--- src/rtl/dm_port_arbiter_if.sv ---
// Data-memory port bundle: CPU and debug requesters plus the MMU side.
// slave: arbiter view; master: requesters/MMU view (fence_busy, m_do in).
interface dm_port_arbiter_if;
  logic        fence_busy;
  logic        cpu_req;
  logic        cpu_we;
  logic [31:0] cpu_addr;
  logic [31:0] cpu_wdata;
  logic [3:0]  cpu_be;
  logic        cpu_signed;
  logic        cpu_gnt;
  logic        cpu_rvalid;
  logic [31:0] cpu_rdata;
  logic        dbg_req;
  logic        dbg_we;
  logic [31:0] dbg_addr;
  logic [31:0] dbg_wdata;
  logic [3:0]  dbg_be;
  logic        dbg_burst;
  logic        dbg_last;
  logic        dbg_gnt;
  logic        dbg_rvalid;
  logic [31:0] dbg_rdata;
  logic [31:0] m_addr;
  logic        m_we;
  logic [31:0] m_di;
  logic [3:0]  m_be;
  logic        m_signed;
  logic [31:0] m_do;

  modport slave (
    input  fence_busy,
    input  cpu_req, cpu_we, cpu_addr,
    input  cpu_wdata, cpu_be, cpu_signed,
    output cpu_gnt, cpu_rvalid, cpu_rdata,
    input  dbg_req, dbg_we, dbg_addr,
    input  dbg_wdata, dbg_be,
    input  dbg_burst, dbg_last,
    output dbg_gnt, dbg_rvalid, dbg_rdata,
    output m_addr, m_we, m_di, m_be, m_signed,
    input  m_do
  );

  modport master (
    output fence_busy,
    output cpu_req, cpu_we, cpu_addr,
    output cpu_wdata, cpu_be, cpu_signed,
    input  cpu_gnt, cpu_rvalid, cpu_rdata,
    output dbg_req, dbg_we, dbg_addr,
    output dbg_wdata, dbg_be,
    output dbg_burst, dbg_last,
    input  dbg_gnt, dbg_rvalid, dbg_rdata,
    input  m_addr, m_we, m_di, m_be, m_signed,
    output m_do
  );
endinterface

--- src/rtl/dm_port_arbiter.sv ---
// Arbitrates the MMU data port between CPU and debug/loader.
// Ports: clk, resetb (sync, active-low), bus (dm_port_arbiter_if.slave),
// conflict_cnt[15:0] only when ARB_PERF_CNT_EN is defined.
module dm_port_arbiter #(
  parameter int unsigned STARVE_LIMIT = 8,
  parameter int unsigned CNT_W        = 4
) (
  input logic               clk,
  input logic               resetb,
  dm_port_arbiter_if.slave  bus
`ifdef ARB_PERF_CNT_EN
  ,
  output logic [15:0]       conflict_cnt
`endif
);

  localparam logic [0:0] IDLE      = 1'b0;
  localparam logic [0:0] DBG_BURST = 1'b1;

  localparam logic [CNT_W-1:0] LIMIT =
    CNT_W'(STARVE_LIMIT);

  logic [0:0]       state_q;
  logic [0:0]       state_d;
  logic [CNT_W-1:0] starve_q;
  logic [CNT_W-1:0] starve_d;
  logic             cpu_rd_q;
  logic             cpu_rd_d;
  logic             dbg_rd_q;
  logic             dbg_rd_d;
  logic             cpu_gnt;
  logic             dbg_gnt;
  logic             starved;

  assign starved = (starve_q == LIMIT);

  // Grants are masked by reset so no write can
  // leak out while resetb is low.
  always_comb begin
    cpu_gnt = 1'b0;
    dbg_gnt = 1'b0;
    if (resetb && !bus.fence_busy) begin
      unique case (state_q)
        DBG_BURST: begin
          dbg_gnt = bus.dbg_req;
        end
        IDLE: begin
          dbg_gnt = bus.dbg_req &
                    (~bus.cpu_req | starved);
          cpu_gnt = bus.cpu_req & ~dbg_gnt;
        end
        default: begin
          cpu_gnt = 1'b0;
          dbg_gnt = 1'b0;
        end
      endcase
    end
  end

  assign bus.cpu_gnt = cpu_gnt;
  assign bus.dbg_gnt = dbg_gnt;

  always_comb begin
    bus.m_addr   = '0;
    bus.m_we     = 1'b0;
    bus.m_di     = '0;
    bus.m_be     = '0;
    bus.m_signed = 1'b0;
    unique case (1'b1)
      cpu_gnt: begin
        bus.m_addr   = bus.cpu_addr;
        bus.m_we     = bus.cpu_we;
        bus.m_di     = bus.cpu_wdata;
        bus.m_be     = bus.cpu_be;
        bus.m_signed = bus.cpu_signed;
      end
      dbg_gnt: begin
        bus.m_addr   = bus.dbg_addr;
        bus.m_we     = bus.dbg_we;
        bus.m_di     = bus.dbg_wdata;
        bus.m_be     = bus.dbg_be;
        bus.m_signed = 1'b0;
      end
      default: begin
        bus.m_addr   = '0;
      end
    endcase
  end

  // Burst ownership is frozen while a fence
  // copy holds the port.
  always_comb begin
    state_d = state_q;
    if (!bus.fence_busy) begin
      unique case (state_q)
        IDLE: begin
          if (dbg_gnt && bus.dbg_burst &&
              !bus.dbg_last)
            state_d = DBG_BURST;
        end
        DBG_BURST: begin
          if ((dbg_gnt && bus.dbg_last) ||
              !bus.dbg_req)
            state_d = IDLE;
        end
        default: state_d = IDLE;
      endcase
    end
  end

  // Only cycles actually lost to the CPU count.
  always_comb begin
    starve_d = starve_q;
    if (dbg_gnt)
      starve_d = '0;
    else if (bus.dbg_req && cpu_gnt && !starved)
      starve_d = starve_q + CNT_W'(1);
  end

  assign cpu_rd_d = cpu_gnt & ~bus.cpu_we;
  assign dbg_rd_d = dbg_gnt & ~bus.dbg_we;

  always_ff @(posedge clk) begin
    if (!resetb) begin
      state_q  <= IDLE;
      starve_q <= '0;
      cpu_rd_q <= 1'b0;
      dbg_rd_q <= 1'b0;
    end else begin
      state_q  <= state_d;
      starve_q <= starve_d;
      cpu_rd_q <= cpu_rd_d;
      dbg_rd_q <= dbg_rd_d;
    end
  end

  assign bus.cpu_rvalid = cpu_rd_q;
  assign bus.dbg_rvalid = dbg_rd_q;
  assign bus.cpu_rdata  = cpu_rd_q ? bus.m_do : '0;
  assign bus.dbg_rdata  = dbg_rd_q ? bus.m_do : '0;

`ifdef ARB_PERF_CNT_EN
  logic [15:0] conflict_q;
  logic [15:0] conflict_d;

  always_comb begin
    conflict_d = conflict_q;
    if (bus.cpu_req && bus.dbg_req &&
        !bus.fence_busy &&
        conflict_q != 16'hFFFF)
      conflict_d = conflict_q + 16'd1;
  end

  always_ff @(posedge clk) begin
    if (!resetb)
      conflict_q <= '0;
    else
      conflict_q <= conflict_d;
  end

  assign conflict_cnt = conflict_q;
`endif

endmodule

--- src/flat_wrapper.sv ---
// flat-port wrapper written by rule: the top's interface ports become plain ports
module dm_port_arbiter_flat 
#(
  parameter int unsigned STARVE_LIMIT = 8,
  parameter int unsigned CNT_W        = 4
)
  (clk, resetb, bus_fence_busy, bus_cpu_req, bus_cpu_we, bus_cpu_addr, bus_cpu_wdata, bus_cpu_be, bus_cpu_signed, bus_cpu_gnt, bus_cpu_rvalid, bus_cpu_rdata, bus_dbg_req, bus_dbg_we, bus_dbg_addr, bus_dbg_wdata, bus_dbg_be, bus_dbg_burst, bus_dbg_last, bus_dbg_gnt, bus_dbg_rvalid, bus_dbg_rdata, bus_m_addr, bus_m_we, bus_m_di, bus_m_be, bus_m_signed, bus_m_do);
  dm_port_arbiter_if bus_i ();
  input logic clk;
  input logic resetb;
  input wire logic [$bits(bus_i.fence_busy)-1:0] bus_fence_busy;
  input wire logic [$bits(bus_i.cpu_req)-1:0] bus_cpu_req;
  input wire logic [$bits(bus_i.cpu_we)-1:0] bus_cpu_we;
  input wire logic [$bits(bus_i.cpu_addr)-1:0] bus_cpu_addr;
  input wire logic [$bits(bus_i.cpu_wdata)-1:0] bus_cpu_wdata;
  input wire logic [$bits(bus_i.cpu_be)-1:0] bus_cpu_be;
  input wire logic [$bits(bus_i.cpu_signed)-1:0] bus_cpu_signed;
  output wire logic [$bits(bus_i.cpu_gnt)-1:0] bus_cpu_gnt;
  output wire logic [$bits(bus_i.cpu_rvalid)-1:0] bus_cpu_rvalid;
  output wire logic [$bits(bus_i.cpu_rdata)-1:0] bus_cpu_rdata;
  input wire logic [$bits(bus_i.dbg_req)-1:0] bus_dbg_req;
  input wire logic [$bits(bus_i.dbg_we)-1:0] bus_dbg_we;
  input wire logic [$bits(bus_i.dbg_addr)-1:0] bus_dbg_addr;
  input wire logic [$bits(bus_i.dbg_wdata)-1:0] bus_dbg_wdata;
  input wire logic [$bits(bus_i.dbg_be)-1:0] bus_dbg_be;
  input wire logic [$bits(bus_i.dbg_burst)-1:0] bus_dbg_burst;
  input wire logic [$bits(bus_i.dbg_last)-1:0] bus_dbg_last;
  output wire logic [$bits(bus_i.dbg_gnt)-1:0] bus_dbg_gnt;
  output wire logic [$bits(bus_i.dbg_rvalid)-1:0] bus_dbg_rvalid;
  output wire logic [$bits(bus_i.dbg_rdata)-1:0] bus_dbg_rdata;
  output wire logic [$bits(bus_i.m_addr)-1:0] bus_m_addr;
  output wire logic [$bits(bus_i.m_we)-1:0] bus_m_we;
  output wire logic [$bits(bus_i.m_di)-1:0] bus_m_di;
  output wire logic [$bits(bus_i.m_be)-1:0] bus_m_be;
  output wire logic [$bits(bus_i.m_signed)-1:0] bus_m_signed;
  input wire logic [$bits(bus_i.m_do)-1:0] bus_m_do;
  assign bus_i.fence_busy = bus_fence_busy;
  assign bus_i.cpu_req = bus_cpu_req;
  assign bus_i.cpu_we = bus_cpu_we;
  assign bus_i.cpu_addr = bus_cpu_addr;
  assign bus_i.cpu_wdata = bus_cpu_wdata;
  assign bus_i.cpu_be = bus_cpu_be;
  assign bus_i.cpu_signed = bus_cpu_signed;
  assign bus_cpu_gnt = bus_i.cpu_gnt;
  assign bus_cpu_rvalid = bus_i.cpu_rvalid;
  assign bus_cpu_rdata = bus_i.cpu_rdata;
  assign bus_i.dbg_req = bus_dbg_req;
  assign bus_i.dbg_we = bus_dbg_we;
  assign bus_i.dbg_addr = bus_dbg_addr;
  assign bus_i.dbg_wdata = bus_dbg_wdata;
  assign bus_i.dbg_be = bus_dbg_be;
  assign bus_i.dbg_burst = bus_dbg_burst;
  assign bus_i.dbg_last = bus_dbg_last;
  assign bus_dbg_gnt = bus_i.dbg_gnt;
  assign bus_dbg_rvalid = bus_i.dbg_rvalid;
  assign bus_dbg_rdata = bus_i.dbg_rdata;
  assign bus_m_addr = bus_i.m_addr;
  assign bus_m_we = bus_i.m_we;
  assign bus_m_di = bus_i.m_di;
  assign bus_m_be = bus_i.m_be;
  assign bus_m_signed = bus_i.m_signed;
  assign bus_i.m_do = bus_m_do;
  dm_port_arbiter #(.STARVE_LIMIT(STARVE_LIMIT), .CNT_W(CNT_W)) u_core (.clk(clk), .resetb(resetb), .bus(bus_i));
endmodule
--- config.mk ---
export PLATFORM = sky130hd
export DESIGN_NAME = dm_port_arbiter_flat
export DESIGN_NICKNAME = d
export VERILOG_FILES = /design/src/rtl/dm_port_arbiter_if.sv /design/src/rtl/dm_port_arbiter.sv /design/src/flat_wrapper.sv
export SDC_FILE = /design/constraint.sdc
export NUM_CORES = 1
export LEC_CHECK = 0
export ABC_AREA = 0
export BUFFER_PORTS_ARGS = -buffer_cell sky130_fd_sc_hd__buf_4
export CAP_MARGIN = 20
export CORE_AREA = 2 2 122 124
export DETAILED_ROUTE_END_ITERATION = 7
export DIE_AREA = 0 0 124 126
export SLEW_MARGIN = 20
export SYNTH_ARGS = -nofsm -noshare
export SYNTH_HDL_FRONTEND = slang
export SYNTH_SLANG_ARGS = --single-unit
export TNS_END_PERCENT = 10
--- constraint.sdc ---
create_clock -name clk -period 2.86 [get_ports clk]
set_clock_uncertainty 0.05 [all_clocks]
set_input_delay 0.286 -clock clk [delete_from_list [all_inputs] [get_ports clk]]
set_output_delay 0.286 -clock clk [all_outputs]
set_load 0.05 [all_outputs]
==> flow_metrics.env, run 1 <==
export IMPL_portBuffers=315
export IMPL_ant_nets=0
export IMPL_synth_edff_count=0
export IMPL_fin_crit_sh=0.9499
export IMPL_gp_congestion=0.9872
export IMPL_routed_wl_um=11740
export IMPL_fmax_mhz=368.1
export IMPL_critPathCaptureType="output pin"
export IMPL_cts_root_buf="clkbuf_16"
export IMPL_drcViolationCount=0
export IMPL_setup_tns_ns=0
export IMPL_cp_required_ns=2.52
export IMPL_pre_cts_ws_ns=0.3795
export IMPL_register_area_um2=140.1
export IMPL_ys_warnings_count=0
export IMPL_rsz0062_at_grt="false"
export IMPL_relSlewSlack=0.4223
export IMPL_slew_violations=0
export IMPL_insertion_delay_ns=0.24
export IMPL_holdCritPathClass="primary input to flop"
export IMPL_cap_violations=0
export IMPL_wl_per_cell_um=17.17
export IMPL_area_growth_syn_to_layout_pct=170.4
export IMPL_nFillCells=1540
export IMPL_grtUsageTotal=0.1341
export IMPL_synth_seq_cells=7
export IMPL_fin_area_um2=4130
export IMPL_dpl_hpwl_um=10380
export IMPL_synth_xor_area_frac=0
export IMPL_cpMaxStageDelayCell="a2111oi_4"
export IMPL_finalCriticalPeriod_ns=2.717
export IMPL_grt_pass1_vias=2679
export IMPL_critPathLaunchType="flop"
export IMPL_cp_max_fo=72
export IMPL_grt_max_degree=73
export IMPL_drive_gt1_frac=0.6486
export IMPL_cts_sinks=7
export IMPL_synth_top_cells_by_area="a22o_1 40%, and2_1 27%, dfxtp_1 9.2%"
export IMPL_cp_cell_sequence="inv_1 > ha_1 > and3b_4 > a2111oi_4 > buf_12 > a22o_1 > buf_4"
export IMPL_worstSetupPathType="flop to output pin"
export IMPL_firstDrtPassIters=6
export IMPL_dp_cells=678
export IMPL_synth_area_leader_cell="a22o_1"
export IMPL_fin_ws_ns=0.1433
export IMPL_tightest_slew_ns=0.8654
export IMPL_hold_viol_final=0
export IMPL_overflow=0
export IMPL_cts_max_level=1
export IMPL_power_uw=953.1
export IMPL_cts_buffer_depth=2
export IMPL_routed_via_density=4.135
export IMPL_final_instance_count_excl_fill=684
export IMPL_peakVddDrop_mv=0.1361
export IMPL_setup_violations=0
export IMPL_ctsHoldBuffers=0
export IMPL_ys_flop_type="dfxtp_1"
export IMPL_tritoncts="built"
export IMPL_synth_area_um2=1528
export IMPL_antenna_found_initial=2
export IMPL_muxShareOfSynthArea=0
export IMPL_start_util=0.1067
export IMPL_synth_compound_area_share=0.4455
export IMPL_fin_nets=679
export IMPL_multi_input_comb_area_um2=1256
export IMPL_row_count=44
export IMPL_ys_seq_area_frac=0.09173
export IMPL_initialDrtViolationCount=102
export IMPL_synth_top_area_share=0.3956
export IMPL_dieHeight_um=126
export IMPL_synth_simple_area_share=0.3530
export IMPL_status="complete, no violations"
export IMPL_syn_inst=197
export IMPL_powerDensity_nw_per_um2=230.8
export IMPL_die_area_um2=15620
export IMPL_numCtsBuffers=3
export IMPL_async_flop_share=0
export IMPL_grt_pass1_wl_um=15660
export IMPL_num_io_pins=316
export IMPL_via_count=2828
export IMPL_placed_area_um2=4046
export IMPL_postCtsSetupBuffers=0
export IMPL_synth_top_family_by_area="compound AO/OA/AOI/OAI gates"
export IMPL_core_um2=14310
export IMPL_cp_slowest_stage_delay_ns=0.39
export IMPL_syn_nets=377
export IMPL_clk_pin_slew_ns=0.03
export IMPL_die_x_um=124
export IMPL_p_leak_nw=2.224
export IMPL_ctsResizeCount=0
export IMPL_arrival_ns=2.38
export IMPL_synth_fa_ha_area_frac=0.01638
export IMPL_synth_avg_cell_area_um2=7.755
export IMPL_synth_cell_types=23
layer usage:
metal,vias up,part of all wire,global-route usage
met3,13,0.13,0.05163
met5,-,0,0
met2,209,0.48,0.2317
met1,1265,0.36,0.1531
li1,1341,-,-
met4,0,0.019,0.03569
metrics by stage:
step	util	hold WS (ns)
2_1_floorplan	-	0.3076
5_1_grt	0.2882	0.1688
3_3_place_gp	0.2827	0.4080
3_5_place_dp	0.2827	0.4061
4_1_cts	0.2882	0.1630
6_report	0.2885	0.1653
cell usage in the layout, fill, tap and decap left out, types with 3 or more instances in the layout:
cell       instances
and2_1            65
nor2b_1            3
dfxtp_1            7
a22o_1            69
nand4_1            4
inv_1              4
buf_4            315
nand2_1            3
a21oi_1            4
clkbuf_16          3
cell usage after synthesis, drive strengths merged, types with 3 or more instances:
master,instances
a21oi,5
a22o,69
and2,65
buf,7
clkbuf,13
dfxtp,7
inv,4
nand2,3
nand4,4
nor2b,3
power by group:
part           total [mW]  internal (mW)  switching [mW]
clock               0.243          0.186          0.0570
combinational       0.605          0.270           0.335
sequential          0.106          0.100         0.00577
critical path, delay by kind of cell, from the launching register on:
family / cells / cell delay, ns
AO/OA/AOI/OAI: 2 / 0.68
buffers and inverters: 3 / 0.61
flip-flops: 1 / 0.37
adder cells (fa/ha/maj): 1 / 0.22
AND/OR/NAND/NOR: 1 / 0.21
registers in the layout, summed over array words and instances (netlist names):
register	cells
u_core.state_q	1
u_core.bus.dbg_rvalid	1
u_core.bus.cpu_rvalid	1
u_core.starve_q	4
final cells by class:
cell class / count / share of cell area
inverters: 4 / 0.003635
repair buffers: 317 / 0.5822
multi-input cells: 166 / 0.3041
diodes: 2 / 0.001212
well taps: 184 / 0.05574
flip-flops and latches: 7 / 0.03393
clock buffers: 4 / 0.01909
worst paths after layout:
kind	from	endpoint	slack, ns	cells past startpoint
worst min-delay path	bus_dbg_we	u_core.bus.dbg_rvalid$_SDFF_PN0_	0.17	2
worst max register to register	u_core.starve_q[0]$_SDFFE_PP0P_	u_core.bus.cpu_rvalid$_SDFF_PN0_	1.02	6
worst max-delay path	u_core.starve_q[0]$_SDFFE_PP0P_	bus_m_addr[15]	0.14	7
worst min register to register	u_core.starve_q[0]$_SDFFE_PP0P_	u_core.starve_q[0]$_SDFFE_PP0P_	0.44	2
cell families (layout without fill, tap and decap cells):
logic type / count (synthesis) / after routing
buffers and inverters: 24 / 325
and+or+nand+nor: 85 / 85
AOI/OAI and AO/OA: 79 / 79
other: 0 / 2
adders and majority gates: 2 / 2
DFF: 7 / 7
No activity file was read; power rests on OpenSTA's default activity.
==> run 2: changes to the inputs <==
PLACE_DENSITY = 0.39   (was default)
==> run 2 against run 1 <==
Wire length is 8.0% lower; via count is 1.3% lower; sequential power hardly changed; first-iteration DRC count is 60% lower; non-clock buffer count is 2 higher; highest routed layer unchanged; utilization hardly changed; power is 1.4% lower.
==> flow_metrics.env, run 2 (synthesized netlist as in run 1, its figures left out) <==
export IMPL_nFillCells=1591
export IMPL_fin_crit_sh=0.9339
export IMPL_relSlewSlack=0.4293
export IMPL_diodes=0
export IMPL_final_common_cell="buf_4"
export IMPL_status="complete, no violations"
export IMPL_dieHeight_um=126
export IMPL_cts_root_buf="clkbuf_16"
export IMPL_p_leak_nw=2.234
export IMPL_die_area_um2=15620
export IMPL_overflow=0
export IMPL_routed_via_density=4.080
export IMPL_rsz0062_at_grt="false"
export IMPL_reg2regPathDepth=6
export IMPL_tritoncts="built"
export IMPL_ctsHoldBuffers=0
export IMPL_antenna_found_initial=0
export IMPL_pre_cts_ws_ns=0.4479
export IMPL_core_um2=14310
export IMPL_worstSetupPathType="flop to output pin"
export IMPL_cts_max_level=1
export IMPL_fin_ws_ns=0.1891
export IMPL_drive_gt1_frac=0.6520
export IMPL_insertion_delay_ns=0.23
export IMPL_layout_common_cells="318 x buf_4, 69 x a22o_1, 65 x and2_1"
export IMPL_initialDrtViolationCount=41
export IMPL_dpl_hpwl_um=9515
export IMPL_setup_violations=0
export IMPL_wl_per_cell_um=15.80
export IMPL_hold_viol_final=0
export IMPL_portBuffers=315
export IMPL_fin_nets=681
export IMPL_critPathLaunchType="flop"
export IMPL_peakVddDrop_mv=0.2008
export IMPL_tightest_slew_ns=0.8549
export IMPL_finalCriticalPeriod_ns=2.671
export IMPL_die_x_um=124
export IMPL_row_count=44
export IMPL_routed_wl_um=10800
export IMPL_cp_required_ns=2.52
export IMPL_powerDensity_nw_per_um2=227.5
export IMPL_cp_max_fo=30
export IMPL_clk_pin_slew_ns=0.04
export IMPL_firstDrtPassIters=6
export IMPL_drcViolationCount=0
export IMPL_ant_nets=0
export IMPL_grt_pass1_wl_um=14900
export IMPL_slew_violations=0
export IMPL_critPathCaptureType="output pin"
export IMPL_start_util=0.1067
export IMPL_holdPathStages=2
export IMPL_area_growth_syn_to_layout_pct=170.3
export IMPL_grtUsageTotal=0.1240
export IMPL_fmax_mhz=374.4
export IMPL_largest_reg_flops=4
export IMPL_grt_pass1_vias=2745
export IMPL_setup_tns_ns=0
export IMPL_holdCritPathClass="primary input to flop"
export IMPL_cap_violations=0
export IMPL_regToRegSetupSlack_ns=0.90
export IMPL_via_count=2791
export IMPL_postCtsSetupBuffers=0
export IMPL_arrival_ns=2.33
export IMPL_cts_buffer_depth=2
export IMPL_numCtsBuffers=3
export IMPL_grt_max_degree=43
export IMPL_regMostFlops="u_core.starve_q"
export IMPL_cts_sinks=7
export IMPL_gp_congestion=0.8765
export IMPL_ctsResizeCount=0
export IMPL_num_io_pins=316
## run 2: final cells by class
| class | instances | area, µm² | area share |
|---|---|---|---|
| Sequential cell | 7 | 140.1 | 0.03394 |
| Multi-Input combinational cell | 166 | 1256 | 0.3042 |
| Inverter | 4 | 15.01 | 0.003636 |
| Clock buffer | 3 | 75.07 | 0.01818 |
| Timing Repair Buffer | 319 | 2407 | 0.5830 |
| Clock inverter | 1 | 5.005 | 0.001212 |
| Tap cell | 184 | 230.2 | 0.05576 |
## run 2: worst paths after layout
check	startpoint	endpoint
setup / recovery	u_core.starve_q[0]$_SDFFE_PP0P_	bus_m_di[29]
hold / removal	bus_dbg_we	u_core.bus.dbg_rvalid$_SDFF_PN0_
setup reg to reg	u_core.starve_q[0]$_SDFFE_PP0P_	u_core.bus.cpu_rvalid$_SDFF_PN0_
hold reg to reg	u_core.starve_q[1]$_SDFFE_PP0P_	u_core.starve_q[1]$_SDFFE_PP0P_
## run 2: routing by layer
metal  track usage  up-vias  share of wire
met2        0.2453      197           0.53
met5             0        -              0
met4       0.02445        0         0.0082
li1              -     1341              -
met1        0.1249     1249           0.33
met3       0.03804        4           0.13
## run 2: per-stage QoR
step	hold slack [ns]	area (µm²)	power [mW]	util	std cells
after floorplan	0.3076	1528	0.3998	-	197
final	0.1783	4129	0.9393	0.2885	684
after detailed placement	0.4164	4049	0.7062	0.2829	680
after global routing	0.1831	4129	0.9805	0.2885	684
after global placement	0.4157	4049	0.7056	0.2829	680
after CTS	0.1775	4129	0.9507	0.2885	684
## run 2: report_power, final
part           switching (mW)  leakage [nW]  total [mW]  internal [mW]
Clock                  0.0580        0.0409       0.242          0.184
Sequential            0.00544        0.0567       0.105         0.0998
Combinational           0.323          2.14       0.592          0.269
Total                   0.387          2.23       0.939          0.553
## run 2: critical path, cell delays in order (launching register included)
cell       delay, ns
dfxtp_1         0.36
inv_1           0.08
ha_1            0.21
and3b_4         0.20
a2111oi_4       0.42
buf_4           0.39
a22o_1          0.21
buf_4           0.20
==> run 3: changes to the inputs <==
--- a/constraint.sdc
+++ b/constraint.sdc
@@ -3,3 +3,3 @@
 set_input_delay 0.286 -clock clk [delete_from_list [all_inputs] [get_ports clk]]
 set_output_delay 0.286 -clock clk [all_outputs]
-set_load 0.05 [all_outputs]
+set_load 0.02 [all_outputs]
==> run 3 against run 2 <==
Non-clock buffer count unchanged; die area unchanged; cell count grew 0.15%; critical path depth stayed put; clock-buffer cell count unchanged; register-to-register slack hardly changed; critical endpoint is now bus_m_addr[27]; highest routed layer is now met5.
==> flow_metrics.env, run 3 (synthesized netlist as in run 1, its figures left out) <==
export IMPL_status="complete, no violations"
export IMPL_antenna_found_initial=2
export IMPL_routed_via_density=4.018
export IMPL_multi_input_comb_area_um2=1256
export IMPL_dieHeight_um=126
export IMPL_die_area_um2=15620
export IMPL_fin_ws_ns=0.2508
export IMPL_cap_violations=0
export IMPL_initialDrtViolationCount=46
export IMPL_cts_root_buf="clkbuf_16"
export IMPL_area_growth_syn_to_layout_pct=170.4
export IMPL_final_common_cell="buf_4"
export IMPL_powerDensity_nw_per_um2=195.0
export IMPL_p_leak_nw=2.234
export IMPL_drive_gt1_frac=0.6520
export IMPL_cp_required_ns=2.52
export IMPL_postCtsSetupBuffers=0
export IMPL_register_area_um2=140.1
export IMPL_num_io_pins=316
export IMPL_ctsResizeCount=0
export IMPL_slew_violations=0
export IMPL_grt_max_degree=43
export IMPL_fmax_mhz=383.3
export IMPL_cts_buffer_depth=2
export IMPL_die_x_um=124
export IMPL_insertion_delay_ns=0.23
export IMPL_start_util=0.1067
export IMPL_tightest_slew_ns=0.8217
export IMPL_rsz0062_at_grt="false"
export IMPL_cts_max_level=1
export IMPL_holdCritPathClass="primary input to flop"
export IMPL_arrival_ns=2.27
export IMPL_cp_max_fo=30
export IMPL_critPathLaunchType="flop"
export IMPL_firstDrtPassIters=4
export IMPL_critPathCaptureType="output pin"
export IMPL_hold_viol_final=0
export IMPL_fin_crit_sh=0.9123
export IMPL_dpl_hpwl_um=9472
export IMPL_ctsHoldBuffers=0
export IMPL_via_count=2752
export IMPL_finalCriticalPeriod_ns=2.609
export IMPL_grtUsageTotal=0.1237
export IMPL_pre_cts_ws_ns=0.5037
export IMPL_numCtsBuffers=3
export IMPL_overflow=0
export IMPL_relSlewSlack=0.4515
export IMPL_tritoncts="built"
export IMPL_grt_pass1_vias=2775
export IMPL_drcViolationCount=0
export IMPL_worstSetupPathType="flop to output pin"
export IMPL_cts_sinks=7
export IMPL_portBuffers=315
export IMPL_grt_pass1_wl_um=14950
export IMPL_layout_common_cells="318 x buf_4, 69 x a22o_1, 65 x and2_1"
export IMPL_row_count=44
export IMPL_ant_nets=0
export IMPL_regMostFlops="u_core.starve_q"
export IMPL_regToRegSetupSlack_ns=0.90
export IMPL_routed_wl_um=10740
export IMPL_nFillCells=1574
export IMPL_fin_nets=681
export IMPL_setup_violations=0
export IMPL_wl_per_cell_um=15.68
export IMPL_core_um2=14310
export IMPL_setup_tns_ns=0
export IMPL_gp_congestion=0.8759
export IMPL_peakVddDrop_mv=0.1180
export IMPL_clk_pin_slew_ns=0.04
export IMPL_largest_reg_flops=4
## run 3: final timing paths
kind / from / endpoint / depth (start not counted)
hold reg to reg: u_core.starve_q[1]$_SDFFE_PP0P_ / u_core.starve_q[1]$_SDFFE_PP0P_ / 2
setup reg to reg: u_core.starve_q[0]$_SDFFE_PP0P_ / u_core.bus.cpu_rvalid$_SDFF_PN0_ / 6
hold / removal: bus_dbg_we / u_core.bus.dbg_rvalid$_SDFF_PN0_ / 2
setup / recovery: u_core.starve_q[0]$_SDFFE_PP0P_ / bus_m_addr[27] / 7
## run 3: final cells by class
cell class                 instances  area share
clock buffer                       3     0.01817
antenna                            1   0.0006057
sequential                         7     0.03392
multi-input combinational        166      0.3041
tap                              184     0.05572
clock inverter                     1    0.001211
inverter                           4    0.003634
timing repair buffer             319      0.5827
## run 3: metal layers
metal,vias up,part of all wire,track usage
met1,1213,0.33,0.1194
met3,4,0.13,0.04257
met2,190,0.53,0.2495
met5,-,0.0011,0
li1,1343,-,-
met4,2,0.0045,0.01983
## run 3: worst max-delay path: stages (launching register included)
cell and delay (ns):
dfxtp_1 0.37, inv_1 0.08, ha_1 0.21, and3b_4 0.20, a2111oi_4 0.42, buf_4 0.39, a22o_1 0.20, buf_4 0.14
## run 3: through the flow
step           instances    util  area [µm²]  power (mW)  hold WS (ns)
2_1_floorplan        197       -        1528      0.2688        0.3076
3_3_place_gp         680  0.2829        4049      0.5721        0.4158
3_5_place_dp         680  0.2829        4049      0.5724        0.4164
4_1_cts              684  0.2885        4129      0.8173        0.1764
5_1_grt              684  0.2885        4129      0.8484        0.1846
6_report             685  0.2886        4131      0.8058        0.1775
## run 3: where the power goes
part / total (mW) / internal, mW / switching, mW / leakage, nW
clock: 0.242 / 0.184 / 0.0581 / 0.0409
sequential: 0.105 / 0.0999 / 0.00535 / 0.0567
combinational: 0.459 / 0.266 / 0.192 / 2.14
total: 0.806 / 0.550 / 0.256 / 2.23
